File: src/rtl/sxt1_fifo_pkg.sv
// Shared SXT1 FIFO definitions: default geometry and width helpers used by the
// read- and write-side stages.
package sxt1_fifo_pkg;

  localparam int unsigned SXT1_DATA_WIDTH_DEF = 32;
  localparam int unsigned SXT1_RD_LATENCY_DEF = 1;
  localparam int unsigned SXT1_BUF_EXTRA      = 2;

  // Ceiling log2 with clog2(0) = clog2(1) = 0, matching $clog2.
  function automatic int unsigned clog2(input int unsigned v);
    int unsigned r;
    r = 0;
    while ((64'd1 << r) < 64'(v)) r++;
    return r;
  endfunction

  function automatic int unsigned buf_depth(input int unsigned rd_latency);
    return rd_latency + SXT1_BUF_EXTRA;
  endfunction

  function automatic int unsigned ptr_w(input int unsigned depth);
    return (clog2(depth) == 0) ? 1 : clog2(depth);
  endfunction

  function automatic int unsigned cnt_w(input int unsigned max_count);
    return (clog2(max_count + 1) == 0) ? 1 : clog2(max_count + 1);
  endfunction

endpackage

File: src/rtl/sxt1_fifo_fwft_rd_stage_if.sv
// First-word-fall-through output stream of the SXT1 read stage.
interface sxt1_fifo_fwft_rd_stage_if #(
  parameter int unsigned c_DATA_WIDTH = 32
) ();

  logic                    m_valid;
  logic [c_DATA_WIDTH-1:0] m_data;
  logic                    m_ready;

  modport master (output m_valid, output m_data, input m_ready);
  modport slave  (input m_valid, input m_data, output m_ready);

endinterface

File: src/rtl/sxt1_fifo_obuf.sv
// Circular output buffer for the SXT1 FWFT read stage: push/pop, pointers,
// occupancy and registered head word.
module sxt1_fifo_obuf
  import sxt1_fifo_pkg::*;
#(
  parameter int unsigned c_DATA_WIDTH = 32,
  parameter int unsigned c_BUF_DEPTH  = 3
) (
  input  logic                             clk_i,
  input  logic                             rst_i,
  input  logic                             push_i,
  input  logic [c_DATA_WIDTH-1:0]          push_data_i,
  input  logic                             pop_i,
  output logic [cnt_w(c_BUF_DEPTH)-1:0]    occ_o,
  output logic [c_DATA_WIDTH-1:0]          head_o
);

  localparam int unsigned PTR_W = ptr_w(c_BUF_DEPTH);
  localparam int unsigned CNT_W = cnt_w(c_BUF_DEPTH);

  logic [c_DATA_WIDTH-1:0] mem_q [c_BUF_DEPTH];
  logic [PTR_W-1:0]        wr_ptr_q, wr_ptr_d;
  logic [PTR_W-1:0]        rd_ptr_q, rd_ptr_d;
  logic [CNT_W-1:0]        occ_q, occ_d;
  logic                    pop_eff;

  function automatic logic [PTR_W-1:0] next_ptr(input logic [PTR_W-1:0] p);
    return (p == PTR_W'(c_BUF_DEPTH - 1)) ? '0 : p + PTR_W'(1);
  endfunction

  always_comb begin
    pop_eff  = pop_i && (occ_q != '0);
    wr_ptr_d = push_i  ? next_ptr(wr_ptr_q) : wr_ptr_q;
    rd_ptr_d = pop_eff ? next_ptr(rd_ptr_q) : rd_ptr_q;
    occ_d    = occ_q;
    case ({push_i, pop_eff})
      2'b10:   occ_d = occ_q + CNT_W'(1);
      2'b01:   occ_d = occ_q - CNT_W'(1);
      default: occ_d = occ_q;
    endcase
  end

  // Storage is cleared on reset so the head word reads zero afterwards.
  always_ff @(posedge clk_i) begin
    if (rst_i) begin
      for (int unsigned i = 0; i < c_BUF_DEPTH; i++) mem_q[i] <= '0;
      wr_ptr_q <= '0;
      rd_ptr_q <= '0;
      occ_q    <= '0;
    end else begin
      if (push_i) mem_q[wr_ptr_q] <= push_data_i;
      wr_ptr_q <= wr_ptr_d;
      rd_ptr_q <= rd_ptr_d;
      occ_q    <= occ_d;
    end
  end

  always_comb begin
    occ_o  = occ_q;
    head_o = mem_q[rd_ptr_q];
  end

endmodule

File: src/rtl/sxt1_fifo_fwft_rd_stage.sv
// SXT1 FIFO read-side FWFT stage: credit-based read issue, return tracking and
// output buffer. Optional occupancy port under `SXT1_FWFT_LEVEL_EN.
module sxt1_fifo_fwft_rd_stage
  import sxt1_fifo_pkg::*;
#(
  parameter int unsigned c_DATA_WIDTH = SXT1_DATA_WIDTH_DEF,
  parameter int unsigned c_RD_LATENCY = SXT1_RD_LATENCY_DEF
) (
  input  logic                                        rclk,
  input  logic                                        rrst,
  input  logic                                        fifo_rempty,
  output logic                                        fifo_r_en,
  input  logic [c_DATA_WIDTH-1:0]                     ram_rd_data,
`ifdef SXT1_FWFT_LEVEL_EN
  output logic [cnt_w(buf_depth(c_RD_LATENCY))-1:0]   o_level,
`endif
  sxt1_fifo_fwft_rd_stage_if.master                   m
);

  localparam int unsigned c_BUF_DEPTH = buf_depth(c_RD_LATENCY);
  localparam int unsigned CNT_W       = cnt_w(c_BUF_DEPTH);
  localparam int unsigned CRD_W       = CNT_W + 1;
  localparam int unsigned INFL_W      = cnt_w(c_RD_LATENCY);

  logic [CNT_W-1:0]        occ;
  logic [CRD_W-1:0]        credit;
  logic [INFL_W-1:0]       inflight_q, inflight_d;
  logic [c_RD_LATENCY-1:0] vpipe_q, vpipe_d;
  logic                    ret;
  logic                    pop;

  // Issue uses only registered counts, so m_ready never reaches fifo_r_en.
  always_comb begin
    credit    = CRD_W'(occ) + CRD_W'(inflight_q);
    fifo_r_en = !rrst && !fifo_rempty && (credit < CRD_W'(c_BUF_DEPTH));
  end

  always_comb begin
    vpipe_d[0] = fifo_r_en;
    for (int unsigned i = 1; i < c_RD_LATENCY; i++) vpipe_d[i] = vpipe_q[i-1];
    ret = vpipe_q[c_RD_LATENCY-1];
  end

  always_comb begin
    inflight_d = inflight_q;
    case ({fifo_r_en, ret})
      2'b10:   inflight_d = inflight_q + INFL_W'(1);
      2'b01:   inflight_d = inflight_q - INFL_W'(1);
      default: inflight_d = inflight_q;
    endcase
  end

  always_ff @(posedge rclk) begin
    if (rrst) begin
      vpipe_q    <= '0;
      inflight_q <= '0;
    end else begin
      vpipe_q    <= vpipe_d;
      inflight_q <= inflight_d;
    end
  end

  always_comb begin
    m.m_valid = (occ != '0);
    pop       = m.m_valid && m.m_ready;
  end

  sxt1_fifo_obuf #(
    .c_DATA_WIDTH (c_DATA_WIDTH),
    .c_BUF_DEPTH  (c_BUF_DEPTH)
  ) u_obuf (
    .clk_i       (rclk),
    .rst_i       (rrst),
    .push_i      (ret),
    .push_data_i (ram_rd_data),
    .pop_i       (pop),
    .occ_o       (occ),
    .head_o      (m.m_data)
  );

`ifdef SXT1_FWFT_LEVEL_EN
  logic [CNT_W-1:0] level_q, level_d;

  // A return moves a word from inflight to occ, so the sum changes only on issue and pop.
  always_comb begin
    level_d = level_q + CNT_W'(fifo_r_en) - CNT_W'(pop);
  end

  always_ff @(posedge rclk) begin
    if (rrst) level_q <= '0;
    else      level_q <= level_d;
  end

  always_comb o_level = level_q;
`endif

endmodule

File: src/flat_wrapper.sv
// flat-port wrapper written by rule: the top's interface ports become plain ports
module sxt1_fifo_fwft_rd_stage_flat import sxt1_fifo_pkg::*;
#(
  parameter int unsigned c_DATA_WIDTH = SXT1_DATA_WIDTH_DEF,
  parameter int unsigned c_RD_LATENCY = SXT1_RD_LATENCY_DEF
)
  (rclk, rrst, fifo_rempty, fifo_r_en, ram_rd_data, m_m_valid, m_m_data, m_m_ready);
  sxt1_fifo_fwft_rd_stage_if #(.c_DATA_WIDTH(c_DATA_WIDTH)) m_i ();
  input  logic rclk;
  input  logic rrst;
  input  logic fifo_rempty;
  output logic fifo_r_en;
  input  logic [c_DATA_WIDTH-1:0] ram_rd_data;
  output wire logic [$bits(m_i.m_valid)-1:0] m_m_valid;
  output wire logic [$bits(m_i.m_data)-1:0] m_m_data;
  input wire logic [$bits(m_i.m_ready)-1:0] m_m_ready;
  assign m_m_valid = m_i.m_valid;
  assign m_m_data = m_i.m_data;
  assign m_i.m_ready = m_m_ready;
  sxt1_fifo_fwft_rd_stage #(.c_DATA_WIDTH(c_DATA_WIDTH), .c_RD_LATENCY(c_RD_LATENCY)) u_core (.rclk(rclk), .rrst(rrst), .fifo_rempty(fifo_rempty), .fifo_r_en(fifo_r_en), .ram_rd_data(ram_rd_data), .m(m_i));
endmodule
File: config.mk
export PLATFORM = sky130hd
export DESIGN_NAME = sxt1_fifo_fwft_rd_stage_flat
export DESIGN_NICKNAME = d
export VERILOG_FILES = /design/src/rtl/sxt1_fifo_pkg.sv /design/src/rtl/sxt1_fifo_fwft_rd_stage_if.sv /design/src/rtl/sxt1_fifo_obuf.sv /design/src/rtl/sxt1_fifo_fwft_rd_stage.sv /design/src/flat_wrapper.sv
export SDC_FILE = /design/constraint.sdc
export NUM_CORES = 1
export LEC_CHECK = 0
export CORE_ASPECT_RATIO = 0.9
export CORE_MARGIN = 8
export CORE_UTILIZATION = 55
export CTS_BUF_LIST = sky130_fd_sc_hd__clkbuf_2 sky130_fd_sc_hd__clkbuf_4 sky130_fd_sc_hd__clkbuf_8
export DETAILED_ROUTE_END_ITERATION = 8
export PLACE_DENSITY = 0.79
export SLEW_MARGIN = 20
export SYNTH_ARGS = -nofsm -noshare
export SYNTH_HDL_FRONTEND = slang
export SYNTH_HIERARCHICAL = 1
export SYNTH_SLANG_ARGS = --single-unit
File: constraint.sdc
create_clock -name rclk -period 7.1 [get_ports rclk]
set_input_delay 1.065 -clock rclk [delete_from_list [all_inputs] [get_ports rclk]]
set_output_delay 1.065 -clock rclk [all_outputs]
set_load 0.01 [all_outputs]
# Word-level counts from Yosys, hierarchy flattened
# Memories as Yosys holds them, arrays and structs flattened. A register that Yosys moved wholly into a read port is not among the register bits.
# Cells that the tools add are included.
dict set report word_totals {
  ff_bits 8
  latchBits 0
  ramBits 96
  mem_bits_ro 0
  in_bits 36
  output_inout_bits 34
  n_memories 1
}
# name depth width rd rd_clocked_by_memory_dff wr line
set memory_table {}
lappend memory_table {u_core.u_obuf.mem_q 3 32 1 1 3 sxt1_fifo_obuf.sv:21} ;# logic [c_DATA_WIDTH-1:0] mem_q [c_BUF_DEPTH];
dict set report classes {
  n_addsub 7
  mul 0
  n_div 0
  order_cmp 1
  eq_ne 6
  shifts 0
  mux 14
  bitwise_logic 0
  n_reduce_logical 10
}
# cell count
set op_table {}
lappend op_table {{32-bit 2-to-1 mux} 1}
lappend op_table {{32-bit OR reduction} 1}
lappend op_table {{2-bit 2-to-1 mux} 5}
lappend op_table {{2-bit equality test (second input constant)} 4}
lappend op_table {{2-bit by 1-bit adder with 2-bit output (second input constant)} 3}
lappend op_table {{1-bit 2-to-1 mux} 6}
lappend op_table {{2-bit nonzero test} 3}
lappend op_table {{2-bit by 1-bit equality test with 1-bit output (second input constant)} 2}
lappend op_table {{1-bit logical AND} 4}
lappend op_table {{2-bit case mux with 2 select lines} 1}
lappend op_table {{2-bit by 1-bit adder with 3-bit output} 1}
lappend op_table {{3-bit by 2-bit less-than comparator with 1-bit output (second input constant)} 1}
lappend op_table {{1-bit logical NOT} 2}
lappend op_table {{1-bit case mux with 2 select lines} 1}
lappend op_table {{2-bit by 1-bit subtractor with 2-bit output (second input constant)} 1}
lappend op_table {{1-bit adder (second input constant)} 1}
lappend op_table {{1-bit subtractor (second input constant)} 1}

# Depth between registers and ports, before layout
dict set report logic_depth {
  ltp_word 5
  depth_mapped 8
}

# Cells and area by module
# Netlist, hierarchy kept.
# module instances cells_per_inst area_per_inst_um2 seq_area_each_um2
set by_module_without_submodules {}
lappend by_module_without_submodules {sxt1_fifo_obuf 1 314 5723.0 4003.8}
lappend by_module_without_submodules {sxt1_fifo_fwft_rd_stage 1 12 123.9 40.0}

# Worst setup path before layout
# No wires, ideal clock.
dict set report synth_timing {
  path_kind {input port to flip-flop}
  startpoint {in rrst}
  endpoint {mem u_core.u_obuf.mem_q[3][0] (enable)}
  setup_ns 0.421
  arrival_time_ns 2.616
  required_ns 6.679
  slack_ns 4.063
  stages 2
  path_cell_list {nand2b_1 > nor2_1}
}
# element line
set synth_rtl {}
lappend synth_rtl {{from (decl)} flat_wrapper.sv:10} ;# input logic rrst;
lappend synth_rtl {{to (decl)} sxt1_fifo_obuf.sv:21}

==> summary.txt <==
Timing
  – Unrepaired setup endpoints after global routing: no
  – Layout Skew: 0.007843 ns
  – Final min period: 3.630 ns
  – Final Max Slew Viols: 0
  – Final period util: 51.13%
  – Slew headroom: 27.73%
  – Worst slew pin tran: 1.081 ns
  – Final setup violation count: 0
  – Post-Route Setup TNS: 0 ns
  – Peak Freq: 275.5 MHz
  – Fin. Hold Viols: 0

Worst setup path
  – Crit path DAT: 2.57 ns
  – Worst r2r src: u_core/u_obuf/wr_ptr_q[0]
  – Crit Path Class: flip-flop to output pin
  – Startpoint Class: flip-flop
  – Worst r2r path cells: 2
  – Worst setup EP type: output pin
  – CP Max Fanout: 25
  – Required time worst endpoint: 6.03 ns

Logic synthesis
  – Compound-Gate Fraction of Synth Area: less than 1%
  – Synth Register Bits: 138
  – Cell Area, Synth: approximately 5800 sq um
  – Main combinational cell family by area after synthesis: simple AND/OR/NAND/NOR gates
  – Post-Synth XOR/XNOR Area: 0.5992%
  – Synth Instances: 326
  – Adder-cell share of the synthesized area: 0.6420%
  – Syn_nets: 365
  – Synth warn: 6
  – Synth Area per Inst: 17.94 sq um
  – Simple-gate area share of the yosys netlist: between 10% and 20%
  – Synth cell types: 32
  – Post-synthesis mux area share: 12.63%
  – Register area share after synthesis: 69.16%

CTS
  – CTS tree: yes
  – Worst skew pair latency: ~0.42 ns
  – Postcts setup bufs: 0
  – Clock transition at the registers of the reported paths: 0.07 ns
  – Hold-fix buffer count after cts: 0
  – Worst-case clock buffer depth: 2
  – Root Buffer Master: clkbuf_8
  – Resized cells post-CTS: 0
  – Total CTS buffers: 17
  – H-tree depth: 4
  – Clk sinks: between 100 and 150

Cells and area
  – Number of nets in the layout: 439
  – N_diodes: 0
  – Layout cells sized above 1: 18.25%
  – Area delta synth->final: 21.38%

Placed design
  – DP Wirelength: 6267 microns
  – GP Congestion: approximately 0.70
  – Buffers on Ports: between 60 and 70

Detailed routing
  – Routed length per placed instance: 19.86 microns
  – DR iter-0 viols: 170
  – DRC: 0
  – Total wire length: roughly 11,000 microns
  – DR vias: 2,956
  – Via/cell ratio: 5.474
  – ANT nets after route: 0
  – Drt first pass iters: 4

Pwr
  – Power Density: between 200 and 300 nW/um^2
  – Power Internal: 1.458 mW
  – Switching Power: 0.3664 mW
  – Leakage: around 2.5 nW
  – Max VDD drop: 0.1441 mV
  – Clk pwr share: 40.2%
  – Switching Share: 20.09%
  – Total power: between 1.5 and 2 mW
  – Seq pwr share: 51.4%
  – Gate power share: ~8.5%

Floorplan
  – # IOs: 70
  – DIE WIDTH: roughly 120 microns
  – Die Y: 113.8 microns
  – Die ar.: 14,190 sq um
  – # rows: 35
  – Starting density of the core: 56.81%
  – Core ar.: 10,290 sq um

GRT
  – Total grt overflow: 0
  – Initial antenna violation count: 0
  – GRT Util Overall: roughly 15%
  – Vias in the first global route: 3,199
  – First-pass GRT wire length: 16,730 microns
  – Largest net degree at the start of global routing: 33

Worst hold path
  – Hold Startpoint: u_core/u_obuf/rd_ptr_q[1]
  – Worst Hold Class: flip-flop to flip-flop
  – Hold path depth: 2

Status
  – Outcome: finished clean

Job
  – MaxCap Viol Count: 0
synthesized netlist by cell type, drive strengths merged:
| cell | number | area share [%] |
|---|---|---|
| a21oi | 4 | 0.34 |
| nor2b | 3 | 0.32 |
| buf | 12 | 2.4 |
| or2 | 1 | 0.11 |
| or3b | 1 | 0.15 |
| edfxtp | 128 | 66 |
| mux2i | 1 | 0.17 |
| and2 | 97 | 10 |
| clkbuf | 6 | 0.49 |
| nand2b | 3 | 0.45 |
| xnor2 | 2 | 0.30 |
| o21bai | 2 | 0.26 |
| mux4 | 32 | 12 |
| o21ai | 2 | 0.17 |
| dfxtp | 10 | 3.4 |
| inv | 2 | 0.13 |
| nand2 | 5 | 0.36 |
| a211oi | 1 | 0.21 |
| xor2 | 2 | 0.30 |
| nor2 | 5 | 0.45 |
| or3 | 2 | 0.21 |
| nor3 | 2 | 0.56 |
| ha | 3 | 0.64 |
flip-flops by register name (all words and copies together) (netlist names), named ones only:
register and count:
u_core/u_obuf/mem_q 128, u_core/ret 1, u_core/u_obuf/occ_o 2, u_core/u_obuf/rd_ptr_q 2
u_core/u_obuf/wr_ptr_q 2, u_core/inflight_q 1
logic make-up (layout without fill, tap and decap cells):
logic type	count (synthesis)	in the layout
adders and majority gates	3	3
muxes	33	33
and+or+nand+nor	119	119
DFF	138	138
AOI/OAI and AO/OA	9	9
buffers and inverters	20	105
xor gates and xnor gates	4	4
critical path, stage by stage, from the launching register on:
cell             delay, ns
dfxtp_2               0.49
buf_4                 0.49
mux4_1                0.65
clkdlybuf4s50_1       0.50
cell type report:
cell class                      count  area, sq um
Timing Repair Buffer               73        760.7
Multi-Input combinational cell    168         1660
Tap cell                          129        161.4
Sequential cell                   138         4046
Inverter                            2        7.507
Fill cell                         683         3194
Clock inverter                     13        226.5
Clock buffer                       17        234.0
final timing paths:
check	slack (ns)	endpoint
min	0.50	flip-flop
max	3.47	m_m_data[31]
min reg2reg	0.50	flip-flop
max reg2reg	4.95	u_core/u_obuf/mem_q[3][11]
layer usage:
layer	GRT usage, %	vias to the layer above	wire [microns]
met4	5.453	0	66
li1	-	1370	-
met5	0	-	0
met3	4.961	7	728
met2	27.44	89	5646
met1	17.27	1490	4282
layout by cell type, fill, tap and decap left out, types with 3 or more instances in the layout:
cell type / count
clkbuf_8: 17
and2_1: 97
ha_1: 3
mux4_2: 30
nor2b_1: 3
nor2_1: 3
bufinv_16: 6
a21oi_1: 4
clkdlybuf4s50_1: 69
dfxtp_1: 8
edfxtp_1: 128
nand2_1: 4
clkinv_4: 3
power groups by stage:
stage | clock network [mW] | registers (mW) | logic [mW]
after global placement | 0 | 0.953 | 0.153
after floorplan | 0 | 0.949 | 0.0808
final | 0.732 | 0.937 | 0.155
after global routing | 0.774 | 0.941 | 0.166
after detailed placement | 0 | 0.956 | 0.155
after CTS | 0.745 | 0.938 | 0.156
stage by stage:
step	setup WS, ns	std cells	hold WS [ns]	cell area (sq um)	utilization (%)
2_1_floorplan	4.063	326	0.4518	5847	-
3_3_place_gp	3.488	508	0.4620	6581	63.95
3_5_place_dp	3.459	509	0.4843	6609	64.22
4_1_cts	3.357	539	0.4947	7069	68.69
5_1_grt	3.249	540	0.5197	7097	68.96
6_report	3.470	540	0.4954	7097	68.96
No activity file was read; power rests on OpenSTA's default activity.
